==> config.mk <==
export PLATFORM = sky130hd
export DESIGN_NAME = multicycle_control
export DESIGN_NICKNAME = d
export VERILOG_FILES = /design/src/rtl/multicycle_control.sv
export SDC_FILE = /design/constraint.sdc
export NUM_CORES = 1
export LEC_CHECK = 0
export BUFFER_PORTS_ARGS = -buffer_cell sky130_fd_sc_hd__buf_2
export CORE_MARGIN = 3
export CORE_UTILIZATION = 48
export CTS_CLUSTER_SIZE = 16
export DETAILED_ROUTE_END_ITERATION = 7
export PLACE_DENSITY = 0.84
export SYNTH_ARGS = -nofsm -noshare
export SYNTH_HDL_FRONTEND = slang
export SYNTH_SLANG_ARGS = --single-unit
==> constraint.sdc <==
create_clock -name clk -period 2.7 [get_ports clk]
set_clock_uncertainty 0.1 [all_clocks]
set_input_delay 0.405 -clock clk [delete_from_list [all_inputs] [get_ports clk]]
set_output_delay 0.405 -clock clk [all_outputs]
set_load 0.1 [all_outputs]
==> src/rtl/multicycle_control.sv <==
// Multicycle CPU control FSM: registered state, outputs decoded from state and opcode.
// Optional macro STACK_OPS_EN enables CALL/RET/PUSH/POP; without it opcodes 12-15 are illegal.
module multicycle_control (
   input  logic       clk,
   input  logic       reset,
   input  logic [5:0] opcode,
   input  logic [1:0] mode,
   input  logic       z,
   input  logic       n,
   input  logic       v,
   output logic       MemWriteSel,
   output logic       MemReg,
   output logic       RegSrc,
   output logic       RegWrite,
   output logic       RegWrite2,
   output logic       IRwrite,
   output logic       PCwrite,
   output logic       StackWrite,
   output logic       sign_ext,
   output logic       StackSelect,
   output logic       mem_read,
   output logic       mem_write,
   output logic       illegal,
   output logic [1:0] ALUsrcA,
   output logic [1:0] ALUsrcB,
   output logic [1:0] PCsrc,
   output logic [1:0] ALUop,
   output logic [1:0] StackALU
);

   typedef enum logic [3:0] {
      S_FETCH  = 4'd0,
      S_DECODE = 4'd1,
      S_EXEC   = 4'd2,
      S_ADDR   = 4'd3,
      S_WB_ALU = 4'd4,
      S_MEM_RD = 4'd5,
      S_BRANCH = 4'd6,
      S_JUMP   = 4'd7,
      S_CALL   = 4'd8,
      S_RET    = 4'd9,
      S_PUSH   = 4'd10,
      S_POP    = 4'd11,
      S_MEM_WR = 4'd12,
      S_WB_MEM = 4'd13
   } state_t;

   localparam logic [5:0] OP_AND  = 6'd0;
   localparam logic [5:0] OP_ADD  = 6'd1;
   localparam logic [5:0] OP_SUB  = 6'd2;
   localparam logic [5:0] OP_ANDI = 6'd3;
   localparam logic [5:0] OP_ADDI = 6'd4;
   localparam logic [5:0] OP_LW   = 6'd5;
   localparam logic [5:0] OP_SW   = 6'd6;
   localparam logic [5:0] OP_BGT  = 6'd7;
   localparam logic [5:0] OP_BLT  = 6'd8;
   localparam logic [5:0] OP_BEQ  = 6'd9;
   localparam logic [5:0] OP_BNE  = 6'd10;
   localparam logic [5:0] OP_J    = 6'd11;
   localparam logic [5:0] OP_CALL = 6'd12;
   localparam logic [5:0] OP_RET  = 6'd13;
   localparam logic [5:0] OP_PUSH = 6'd14;
   localparam logic [5:0] OP_POP  = 6'd15;

   localparam logic [1:0] ALU_AND = 2'b00;
   localparam logic [1:0] ALU_ADD = 2'b01;
   localparam logic [1:0] ALU_SUB = 2'b10;

   state_t state, next_state;

   always_ff @(posedge clk or negedge reset) begin
      if (!reset) state <= S_FETCH;
      else        state <= next_state;
   end

   always_comb begin
      next_state  = S_FETCH;
      MemWriteSel = 1'b0;
      MemReg      = 1'b0;
      RegWrite    = 1'b0;
      RegWrite2   = 1'b0;
      IRwrite     = 1'b0;
      PCwrite     = 1'b0;
      StackWrite  = 1'b0;
      StackSelect = 1'b0;
      mem_read    = 1'b0;
      mem_write   = 1'b0;
      illegal     = 1'b0;
      ALUsrcA     = '0;
      ALUsrcB     = '0;
      PCsrc       = '0;
      ALUop       = '0;
      StackALU    = '0;
      sign_ext    = (opcode != OP_ANDI);
      RegSrc      = (opcode == OP_SW) || (opcode >= OP_BGT && opcode <= OP_BNE);
`ifdef STACK_OPS_EN
      if (opcode == OP_PUSH) RegSrc = 1'b1;
`endif

      case (state)
         S_FETCH: begin
            IRwrite    = 1'b1;
            PCwrite    = 1'b1;
            ALUsrcB    = 2'b10;
            ALUop      = ALU_ADD;
            PCsrc      = 2'b01;
            next_state = S_DECODE;
         end
         S_DECODE: begin
            ALUsrcB = 2'b01;
            ALUop   = ALU_ADD;
            case (opcode)
               OP_AND, OP_ADD, OP_SUB,
               OP_ANDI, OP_ADDI:          next_state = S_EXEC;
               OP_LW, OP_SW:              next_state = S_ADDR;
               OP_BGT, OP_BLT,
               OP_BEQ, OP_BNE:            next_state = S_BRANCH;
               OP_J:                      next_state = S_JUMP;
`ifdef STACK_OPS_EN
               OP_CALL:                   next_state = S_CALL;
               OP_RET:                    next_state = S_RET;
               OP_PUSH:                   next_state = S_PUSH;
               OP_POP:                    next_state = S_POP;
`endif
               default: begin
                  illegal    = 1'b1;
                  next_state = S_FETCH;
               end
            endcase
         end
         S_EXEC: begin
            ALUsrcA = 2'b01;
            ALUsrcB = (opcode == OP_ANDI || opcode == OP_ADDI) ? 2'b01 : 2'b00;
            if (opcode == OP_AND || opcode == OP_ANDI)      ALUop = ALU_AND;
            else if (opcode == OP_SUB)                      ALUop = ALU_SUB;
            else                                            ALUop = ALU_ADD;
            next_state = S_WB_ALU;
         end
         S_WB_ALU: RegWrite = 1'b1;
         S_ADDR: begin
            ALUsrcA    = 2'b01;
            ALUsrcB    = 2'b01;
            ALUop      = ALU_ADD;
            next_state = (opcode == OP_LW) ? S_MEM_RD : S_MEM_WR;
         end
         S_MEM_RD: begin
            mem_read   = 1'b1;
            next_state = S_WB_MEM;
         end
         S_WB_MEM: begin
            RegWrite  = 1'b1;
            MemReg    = 1'b1;
            RegWrite2 = (opcode == OP_LW) && (mode == 2'b01);
         end
         S_MEM_WR: begin
            mem_write = 1'b1;
            RegWrite2 = (mode == 2'b01);
         end
         S_BRANCH: begin
            ALUsrcA = 2'b01;
            ALUop   = ALU_SUB;
            PCsrc   = 2'b11;
            case (opcode)
               OP_BEQ:  PCwrite = z;
               OP_BNE:  PCwrite = !z;
               OP_BGT:  PCwrite = !z && (n == v);
               OP_BLT:  PCwrite = (n != v);
               default: PCwrite = 1'b0;
            endcase
         end
         S_JUMP: PCwrite = 1'b1;
`ifdef STACK_OPS_EN
         S_CALL: begin
            mem_write   = 1'b1;
            MemWriteSel = 1'b1;
            StackALU    = 2'b01;
            StackSelect = 1'b1;
            StackWrite  = 1'b1;
            PCwrite     = 1'b1;
         end
         S_RET, S_POP: begin
            // POP shares RET's stack read and SP increment, minus the PC update
            mem_read   = 1'b1;
            StackALU   = 2'b10;
            StackWrite = 1'b1;
            ALUsrcA    = 2'b10;
            ALUsrcB    = 2'b10;
            ALUop      = ALU_ADD;
            if (state == S_RET) begin
               PCsrc   = 2'b10;
               PCwrite = 1'b1;
            end else begin
               next_state = S_WB_MEM;
            end
         end
         S_PUSH: begin
            mem_write   = 1'b1;
            StackALU    = 2'b01;
            StackSelect = 1'b1;
            StackWrite  = 1'b1;
         end
`endif
         default: next_state = S_FETCH;
      endcase

      // Enables are forced low combinationally so nothing writes while reset is held
      if (!reset) begin
         IRwrite    = 1'b0;
         PCwrite    = 1'b0;
         RegWrite   = 1'b0;
         RegWrite2  = 1'b0;
         StackWrite = 1'b0;
         mem_read   = 1'b0;
         mem_write  = 1'b0;
         illegal    = 1'b0;
      end
   end

endmodule

# == Word-level counts from Yosys, hierarchy flattened ==
# Index checks and enable logic that the tools add are counted.
# Widths: inputs -> output; s select.
# op_classes
n_addsub,0
multipliers,0
n_div,0
magnitude_cmp,2
eq_ne,24
shift,0
mux,27
n_bitwise,0
n_reduce_logical,18
# ops
op,count
$eq 6x3->1 const B,4
$eq 6x4->1 const B,4
$pmux 4 s5,1
$eq 4x3->1 const B,4
$mux 1,16
$eq 6x2->1 const B,2
$pmux 2 s3,2
$pmux 3 s4,1
$reduce_or 12->1,1
$eq 4x2->1 const B,2
$eq 4x4->1 const B,2
$reduce_or 2->1,4
$eq 6x1->1 const B,1
$ge 6x3->1 const B,1
$le 6x4->1 const B,1
$logic_not 6->1,1
$ne 6x2->1 const B,1
$reduce_or 3->1,2
$reduce_or 5->1,1
$eq 4x1->1 const B,1
$logic_not 4->1,1
$mux 2,2
$mux 4,1
$pmux 1 s2,2
9 further kinds,13
# word_totals
regBits,4
latch_bits,0
ram_bits,0
rom_bits,0
inputBits,13
out_inout_bits,23
memories,0

# == Depth between registers and ports, before layout ==
# logic_depth
word_depth,5
ltp_mapped,5
depth_no_buf,4

# == Worst setup path after synthesis ==
# OpenSTA, ideal clock, no wires.
# synth_timing
path_type,register to output
from,reg state[1]
to,out IRwrite
arrival_ns,4.455
t_required_ns,2.195
path_slack_ns,-2.260
path_stages_with_launch,3
n_path_buf,0
cell_sequence,dfrtp_1 -> nor4_1 -> and2_1
# synth_via
elab_chain_cells,3
# synth_rtl
element,line,source
from (decl),69,"state_t state, next_state;"
from (signal assigned),73,else state <= next_state;
$logic_not 4->1,100,case (state)
$mux 1,100,
$mux 1,207,if (!reset) begin
to (decl),16,"output logic IRwrite,"
# Every way passes these cells.

# == Worst setup path after layout ==
# layout_timing
from,in reset
to,out RegWrite2
# layout_via
elab_chain_cells,1
# layout_rtl
element,line,source
from (decl),5,"input logic reset,"
$mux 1,207,
to (decl),15,"output logic RegWrite2,"
# Every way passes these cells.

==> results.yml <==
worst_setup_path:
  crit_path_start_kind: "primary input"
  crit_type: "in2out"
  r2r-end: "state[0]"
  cp.required_ps: 2190
  worstRegToRegCells: 5
  end_kind: "primary output"
  cp-endpoint: "RegWrite2"
  worstPathMaxFanout: 10
  critical_path_arrival_ps: 2120
  crit-reg2reg-launch: "state[1]"
  r2r_slack_ps: 1220
  startpoint: "reset"
sta:
  whs_ps: 423
  setup-violations-final: 0
  fmaxAchievable_mhz: 381
  post-route-period-util: 0.973
  worst_slack_ps: 73.0
  slew_viol_final: 0
  timing.slew.headroom: 0.636
  tns_ps: 0
  hold_violations: 0
  fin_crit_ps: 2630
  worstMarginPinSlew_ps: 546
  rsz0062_at_grt: "false"
global_route:
  grt_pass1_vias: 613
  antenna_found_initial: 0
  gr-usage-all-layers: 0.179
  overflow: 0
  grt_max_degree: 15
  grt_pass1_wl_um: 2630
floorplan:
  ios: 36
  fp.dieH_um: 44.2
  start_util: 0.524
  die_w_um: 44.2
  design.core.area_mm2: 0.00133
  die_area_mm2: 0.00195
  rows: 13
layout:
  regArea_um2: 100
  largest_register: "state"
  largest_reg_flops: 4
  multiInputGateArea_um2: 569
  syn_to_final_growth_pct: 31.8
  reg_top3: "state x4"
  n_antenna_cell: 0
  layout_common_cells: "buf_2 (28), conb_1 (6), nand2_1 (5), nand2b_1 (5), nor2_1 (5)"
  mostFrequentLayoutCell: "buf_2"
  fin_nets: 134
  fillers: 125
  drive_gt1_frac: 0.429
  finalNonFillerCells: 134
  final_util: 0.691
route:
  routed.top_layer: "met4"
  met2WireLength_um: 782
  wl_met1_um: 746
  drt_iter0_markers: 8
  wl_um: 1690
  routed_via_density: 5.50
  drt-wirelength-per-cell_um: 12.6
  ant_nets: 0
  firstDrtPassIters: 4
  vias: 737
  met3WireLength_um: 124
  drcViolationCount: 0
placed_design:
  dp_hpwl_um: 1360
  numPlacedInstances: 130
  io_buffers: 29
  place.gp.congestion: 0.860
  dpl_worst_slack_ps: 435
clocking:
  clock_latency_ps: 240
  cts_resized: 0
  cts_buffer_depth: 2
  clk_pin_slew_worst_paths_ps: 40
  cts.sinks: 4
  cts_hold_buf: 1
  root_buffer: "clkbuf_4"
  h-tree-depth: 1
  cts_buffers: 3
  post-cts-setup-buffers: 0
  cts_tree: "yes"
yosys:
  ys_top_cells_by_area: "dfrtp_1 (14%), buf_4 (8.6%), nand2b_1 (4.5%), buf_2 (4.3%), a2111oi_4 (3.9%)"
  yosysSeqAreaShare: 0.143
  synth_warnings: 0
  synth_cell_types: 44
  synth_top_area_frac: 0.143
  netlist_instances: 91
  syn_area_um2: 699
  avgSynthCellArea_um2: 7.69
  synth_top_area_cell: "dfrtp_1"
  synth-seq-cells: 4
pwr:
  ir_drop_v: 0.000754
  power_leakage_nw: 0.457
  p_per_area_mw_per_mm2: 1280
flow_run:
  cap_viol_max_count: 0
worst_hold_path:
  hp-class: "in2async"
run_status:
  outcome: "finished clean"
-- metal layers --
metal,up-vias,global-route usage
met4,0,0.108
met2,27,0.273
met1,328,0.239
met3,4,0.0203
li1,378,-
met5,-,0
-- how the worst min path moves through the flow --
stage | startpoint | to | slack [ps] | cells past startpoint
floorplan | reset | state[0] | 9 | 0
global placement | reset | state[1] | 150 | 1
detailed placement | reset | state[1] | 150 | 1
CTS | reset | state[1] | 430 | 2
global route | reset | state[1] | 430 | 2
finish | reset | state[1] | 420 | 2
-- layout make-up --
cell class	instances	area share
Timing Repair Buffer	34	0.217
Tap cell	15	0.0204
Multi-Input combinational cell	75	0.617
Sequential cell	4	0.109
Inverter	3	0.0122
Clock buffer	3	0.0244
-- kinds of logic (layout without fill, tap and decap cells) --
group	after synthesis	in the layout	synth area share
buffers and inverters	17	40	0.145
AND/OR/NAND/NOR	44	44	0.403
AO/OA/AOI/OAI	22	22	0.267
flip-flops	4	4	0.143
XOR/XNOR	3	3	0.0376
other	1	6	0.00536
-- worst max-delay path, cell delays in order --
cell	delay, ps
dlygate4sd3_1	510
buf_2	200
nand3_1	180
a2111oi_4	340
buf_2	470
-- Yosys cell counts, drive strengths merged --
cell type	instances
a2bb2oi	1
nor4	3
a41oi	1
a31oi	1
and4bb	1
nand2b	6
o22a	1
a211o	1
nor2b	5
a211oi	1
inv	3
a2111oi	2
o21ai	3
o211ai	1
a311oi	1
conb	1
nor3b	1
nand2	6
nor2	6
dfrtp	4
nand3	2
and3b	1
and3	2
a41o	1
o2111ai	1
nand3b	1
o22ai	3
and2	1
and4	1
a21oi	3
nor3	5
buf	14
or2	1
a21o	1
and2b	2
xor2	3
-- report_power, final --
group	switching, W	leakage [nW]	total (W)	internal, W
Combinational	0.000740	0.391	0.000960	0.000220
Sequential	0.0000634	0.0528	0.000144	0.0000804
Clock	0.0000265	0.0138	0.0000763	0.0000498
Total	0.000829	0.457	0.00118	0.000350
-- stage by stage --
stage	instance area (µm²)	power, W
global placement	890	0.00110
global route	922	0.00123
detailed placement	890	0.00111
floorplan	771	0.000974
CTS	922	0.00119
finish	922	0.00118
(Power assumes the default switching activity.)
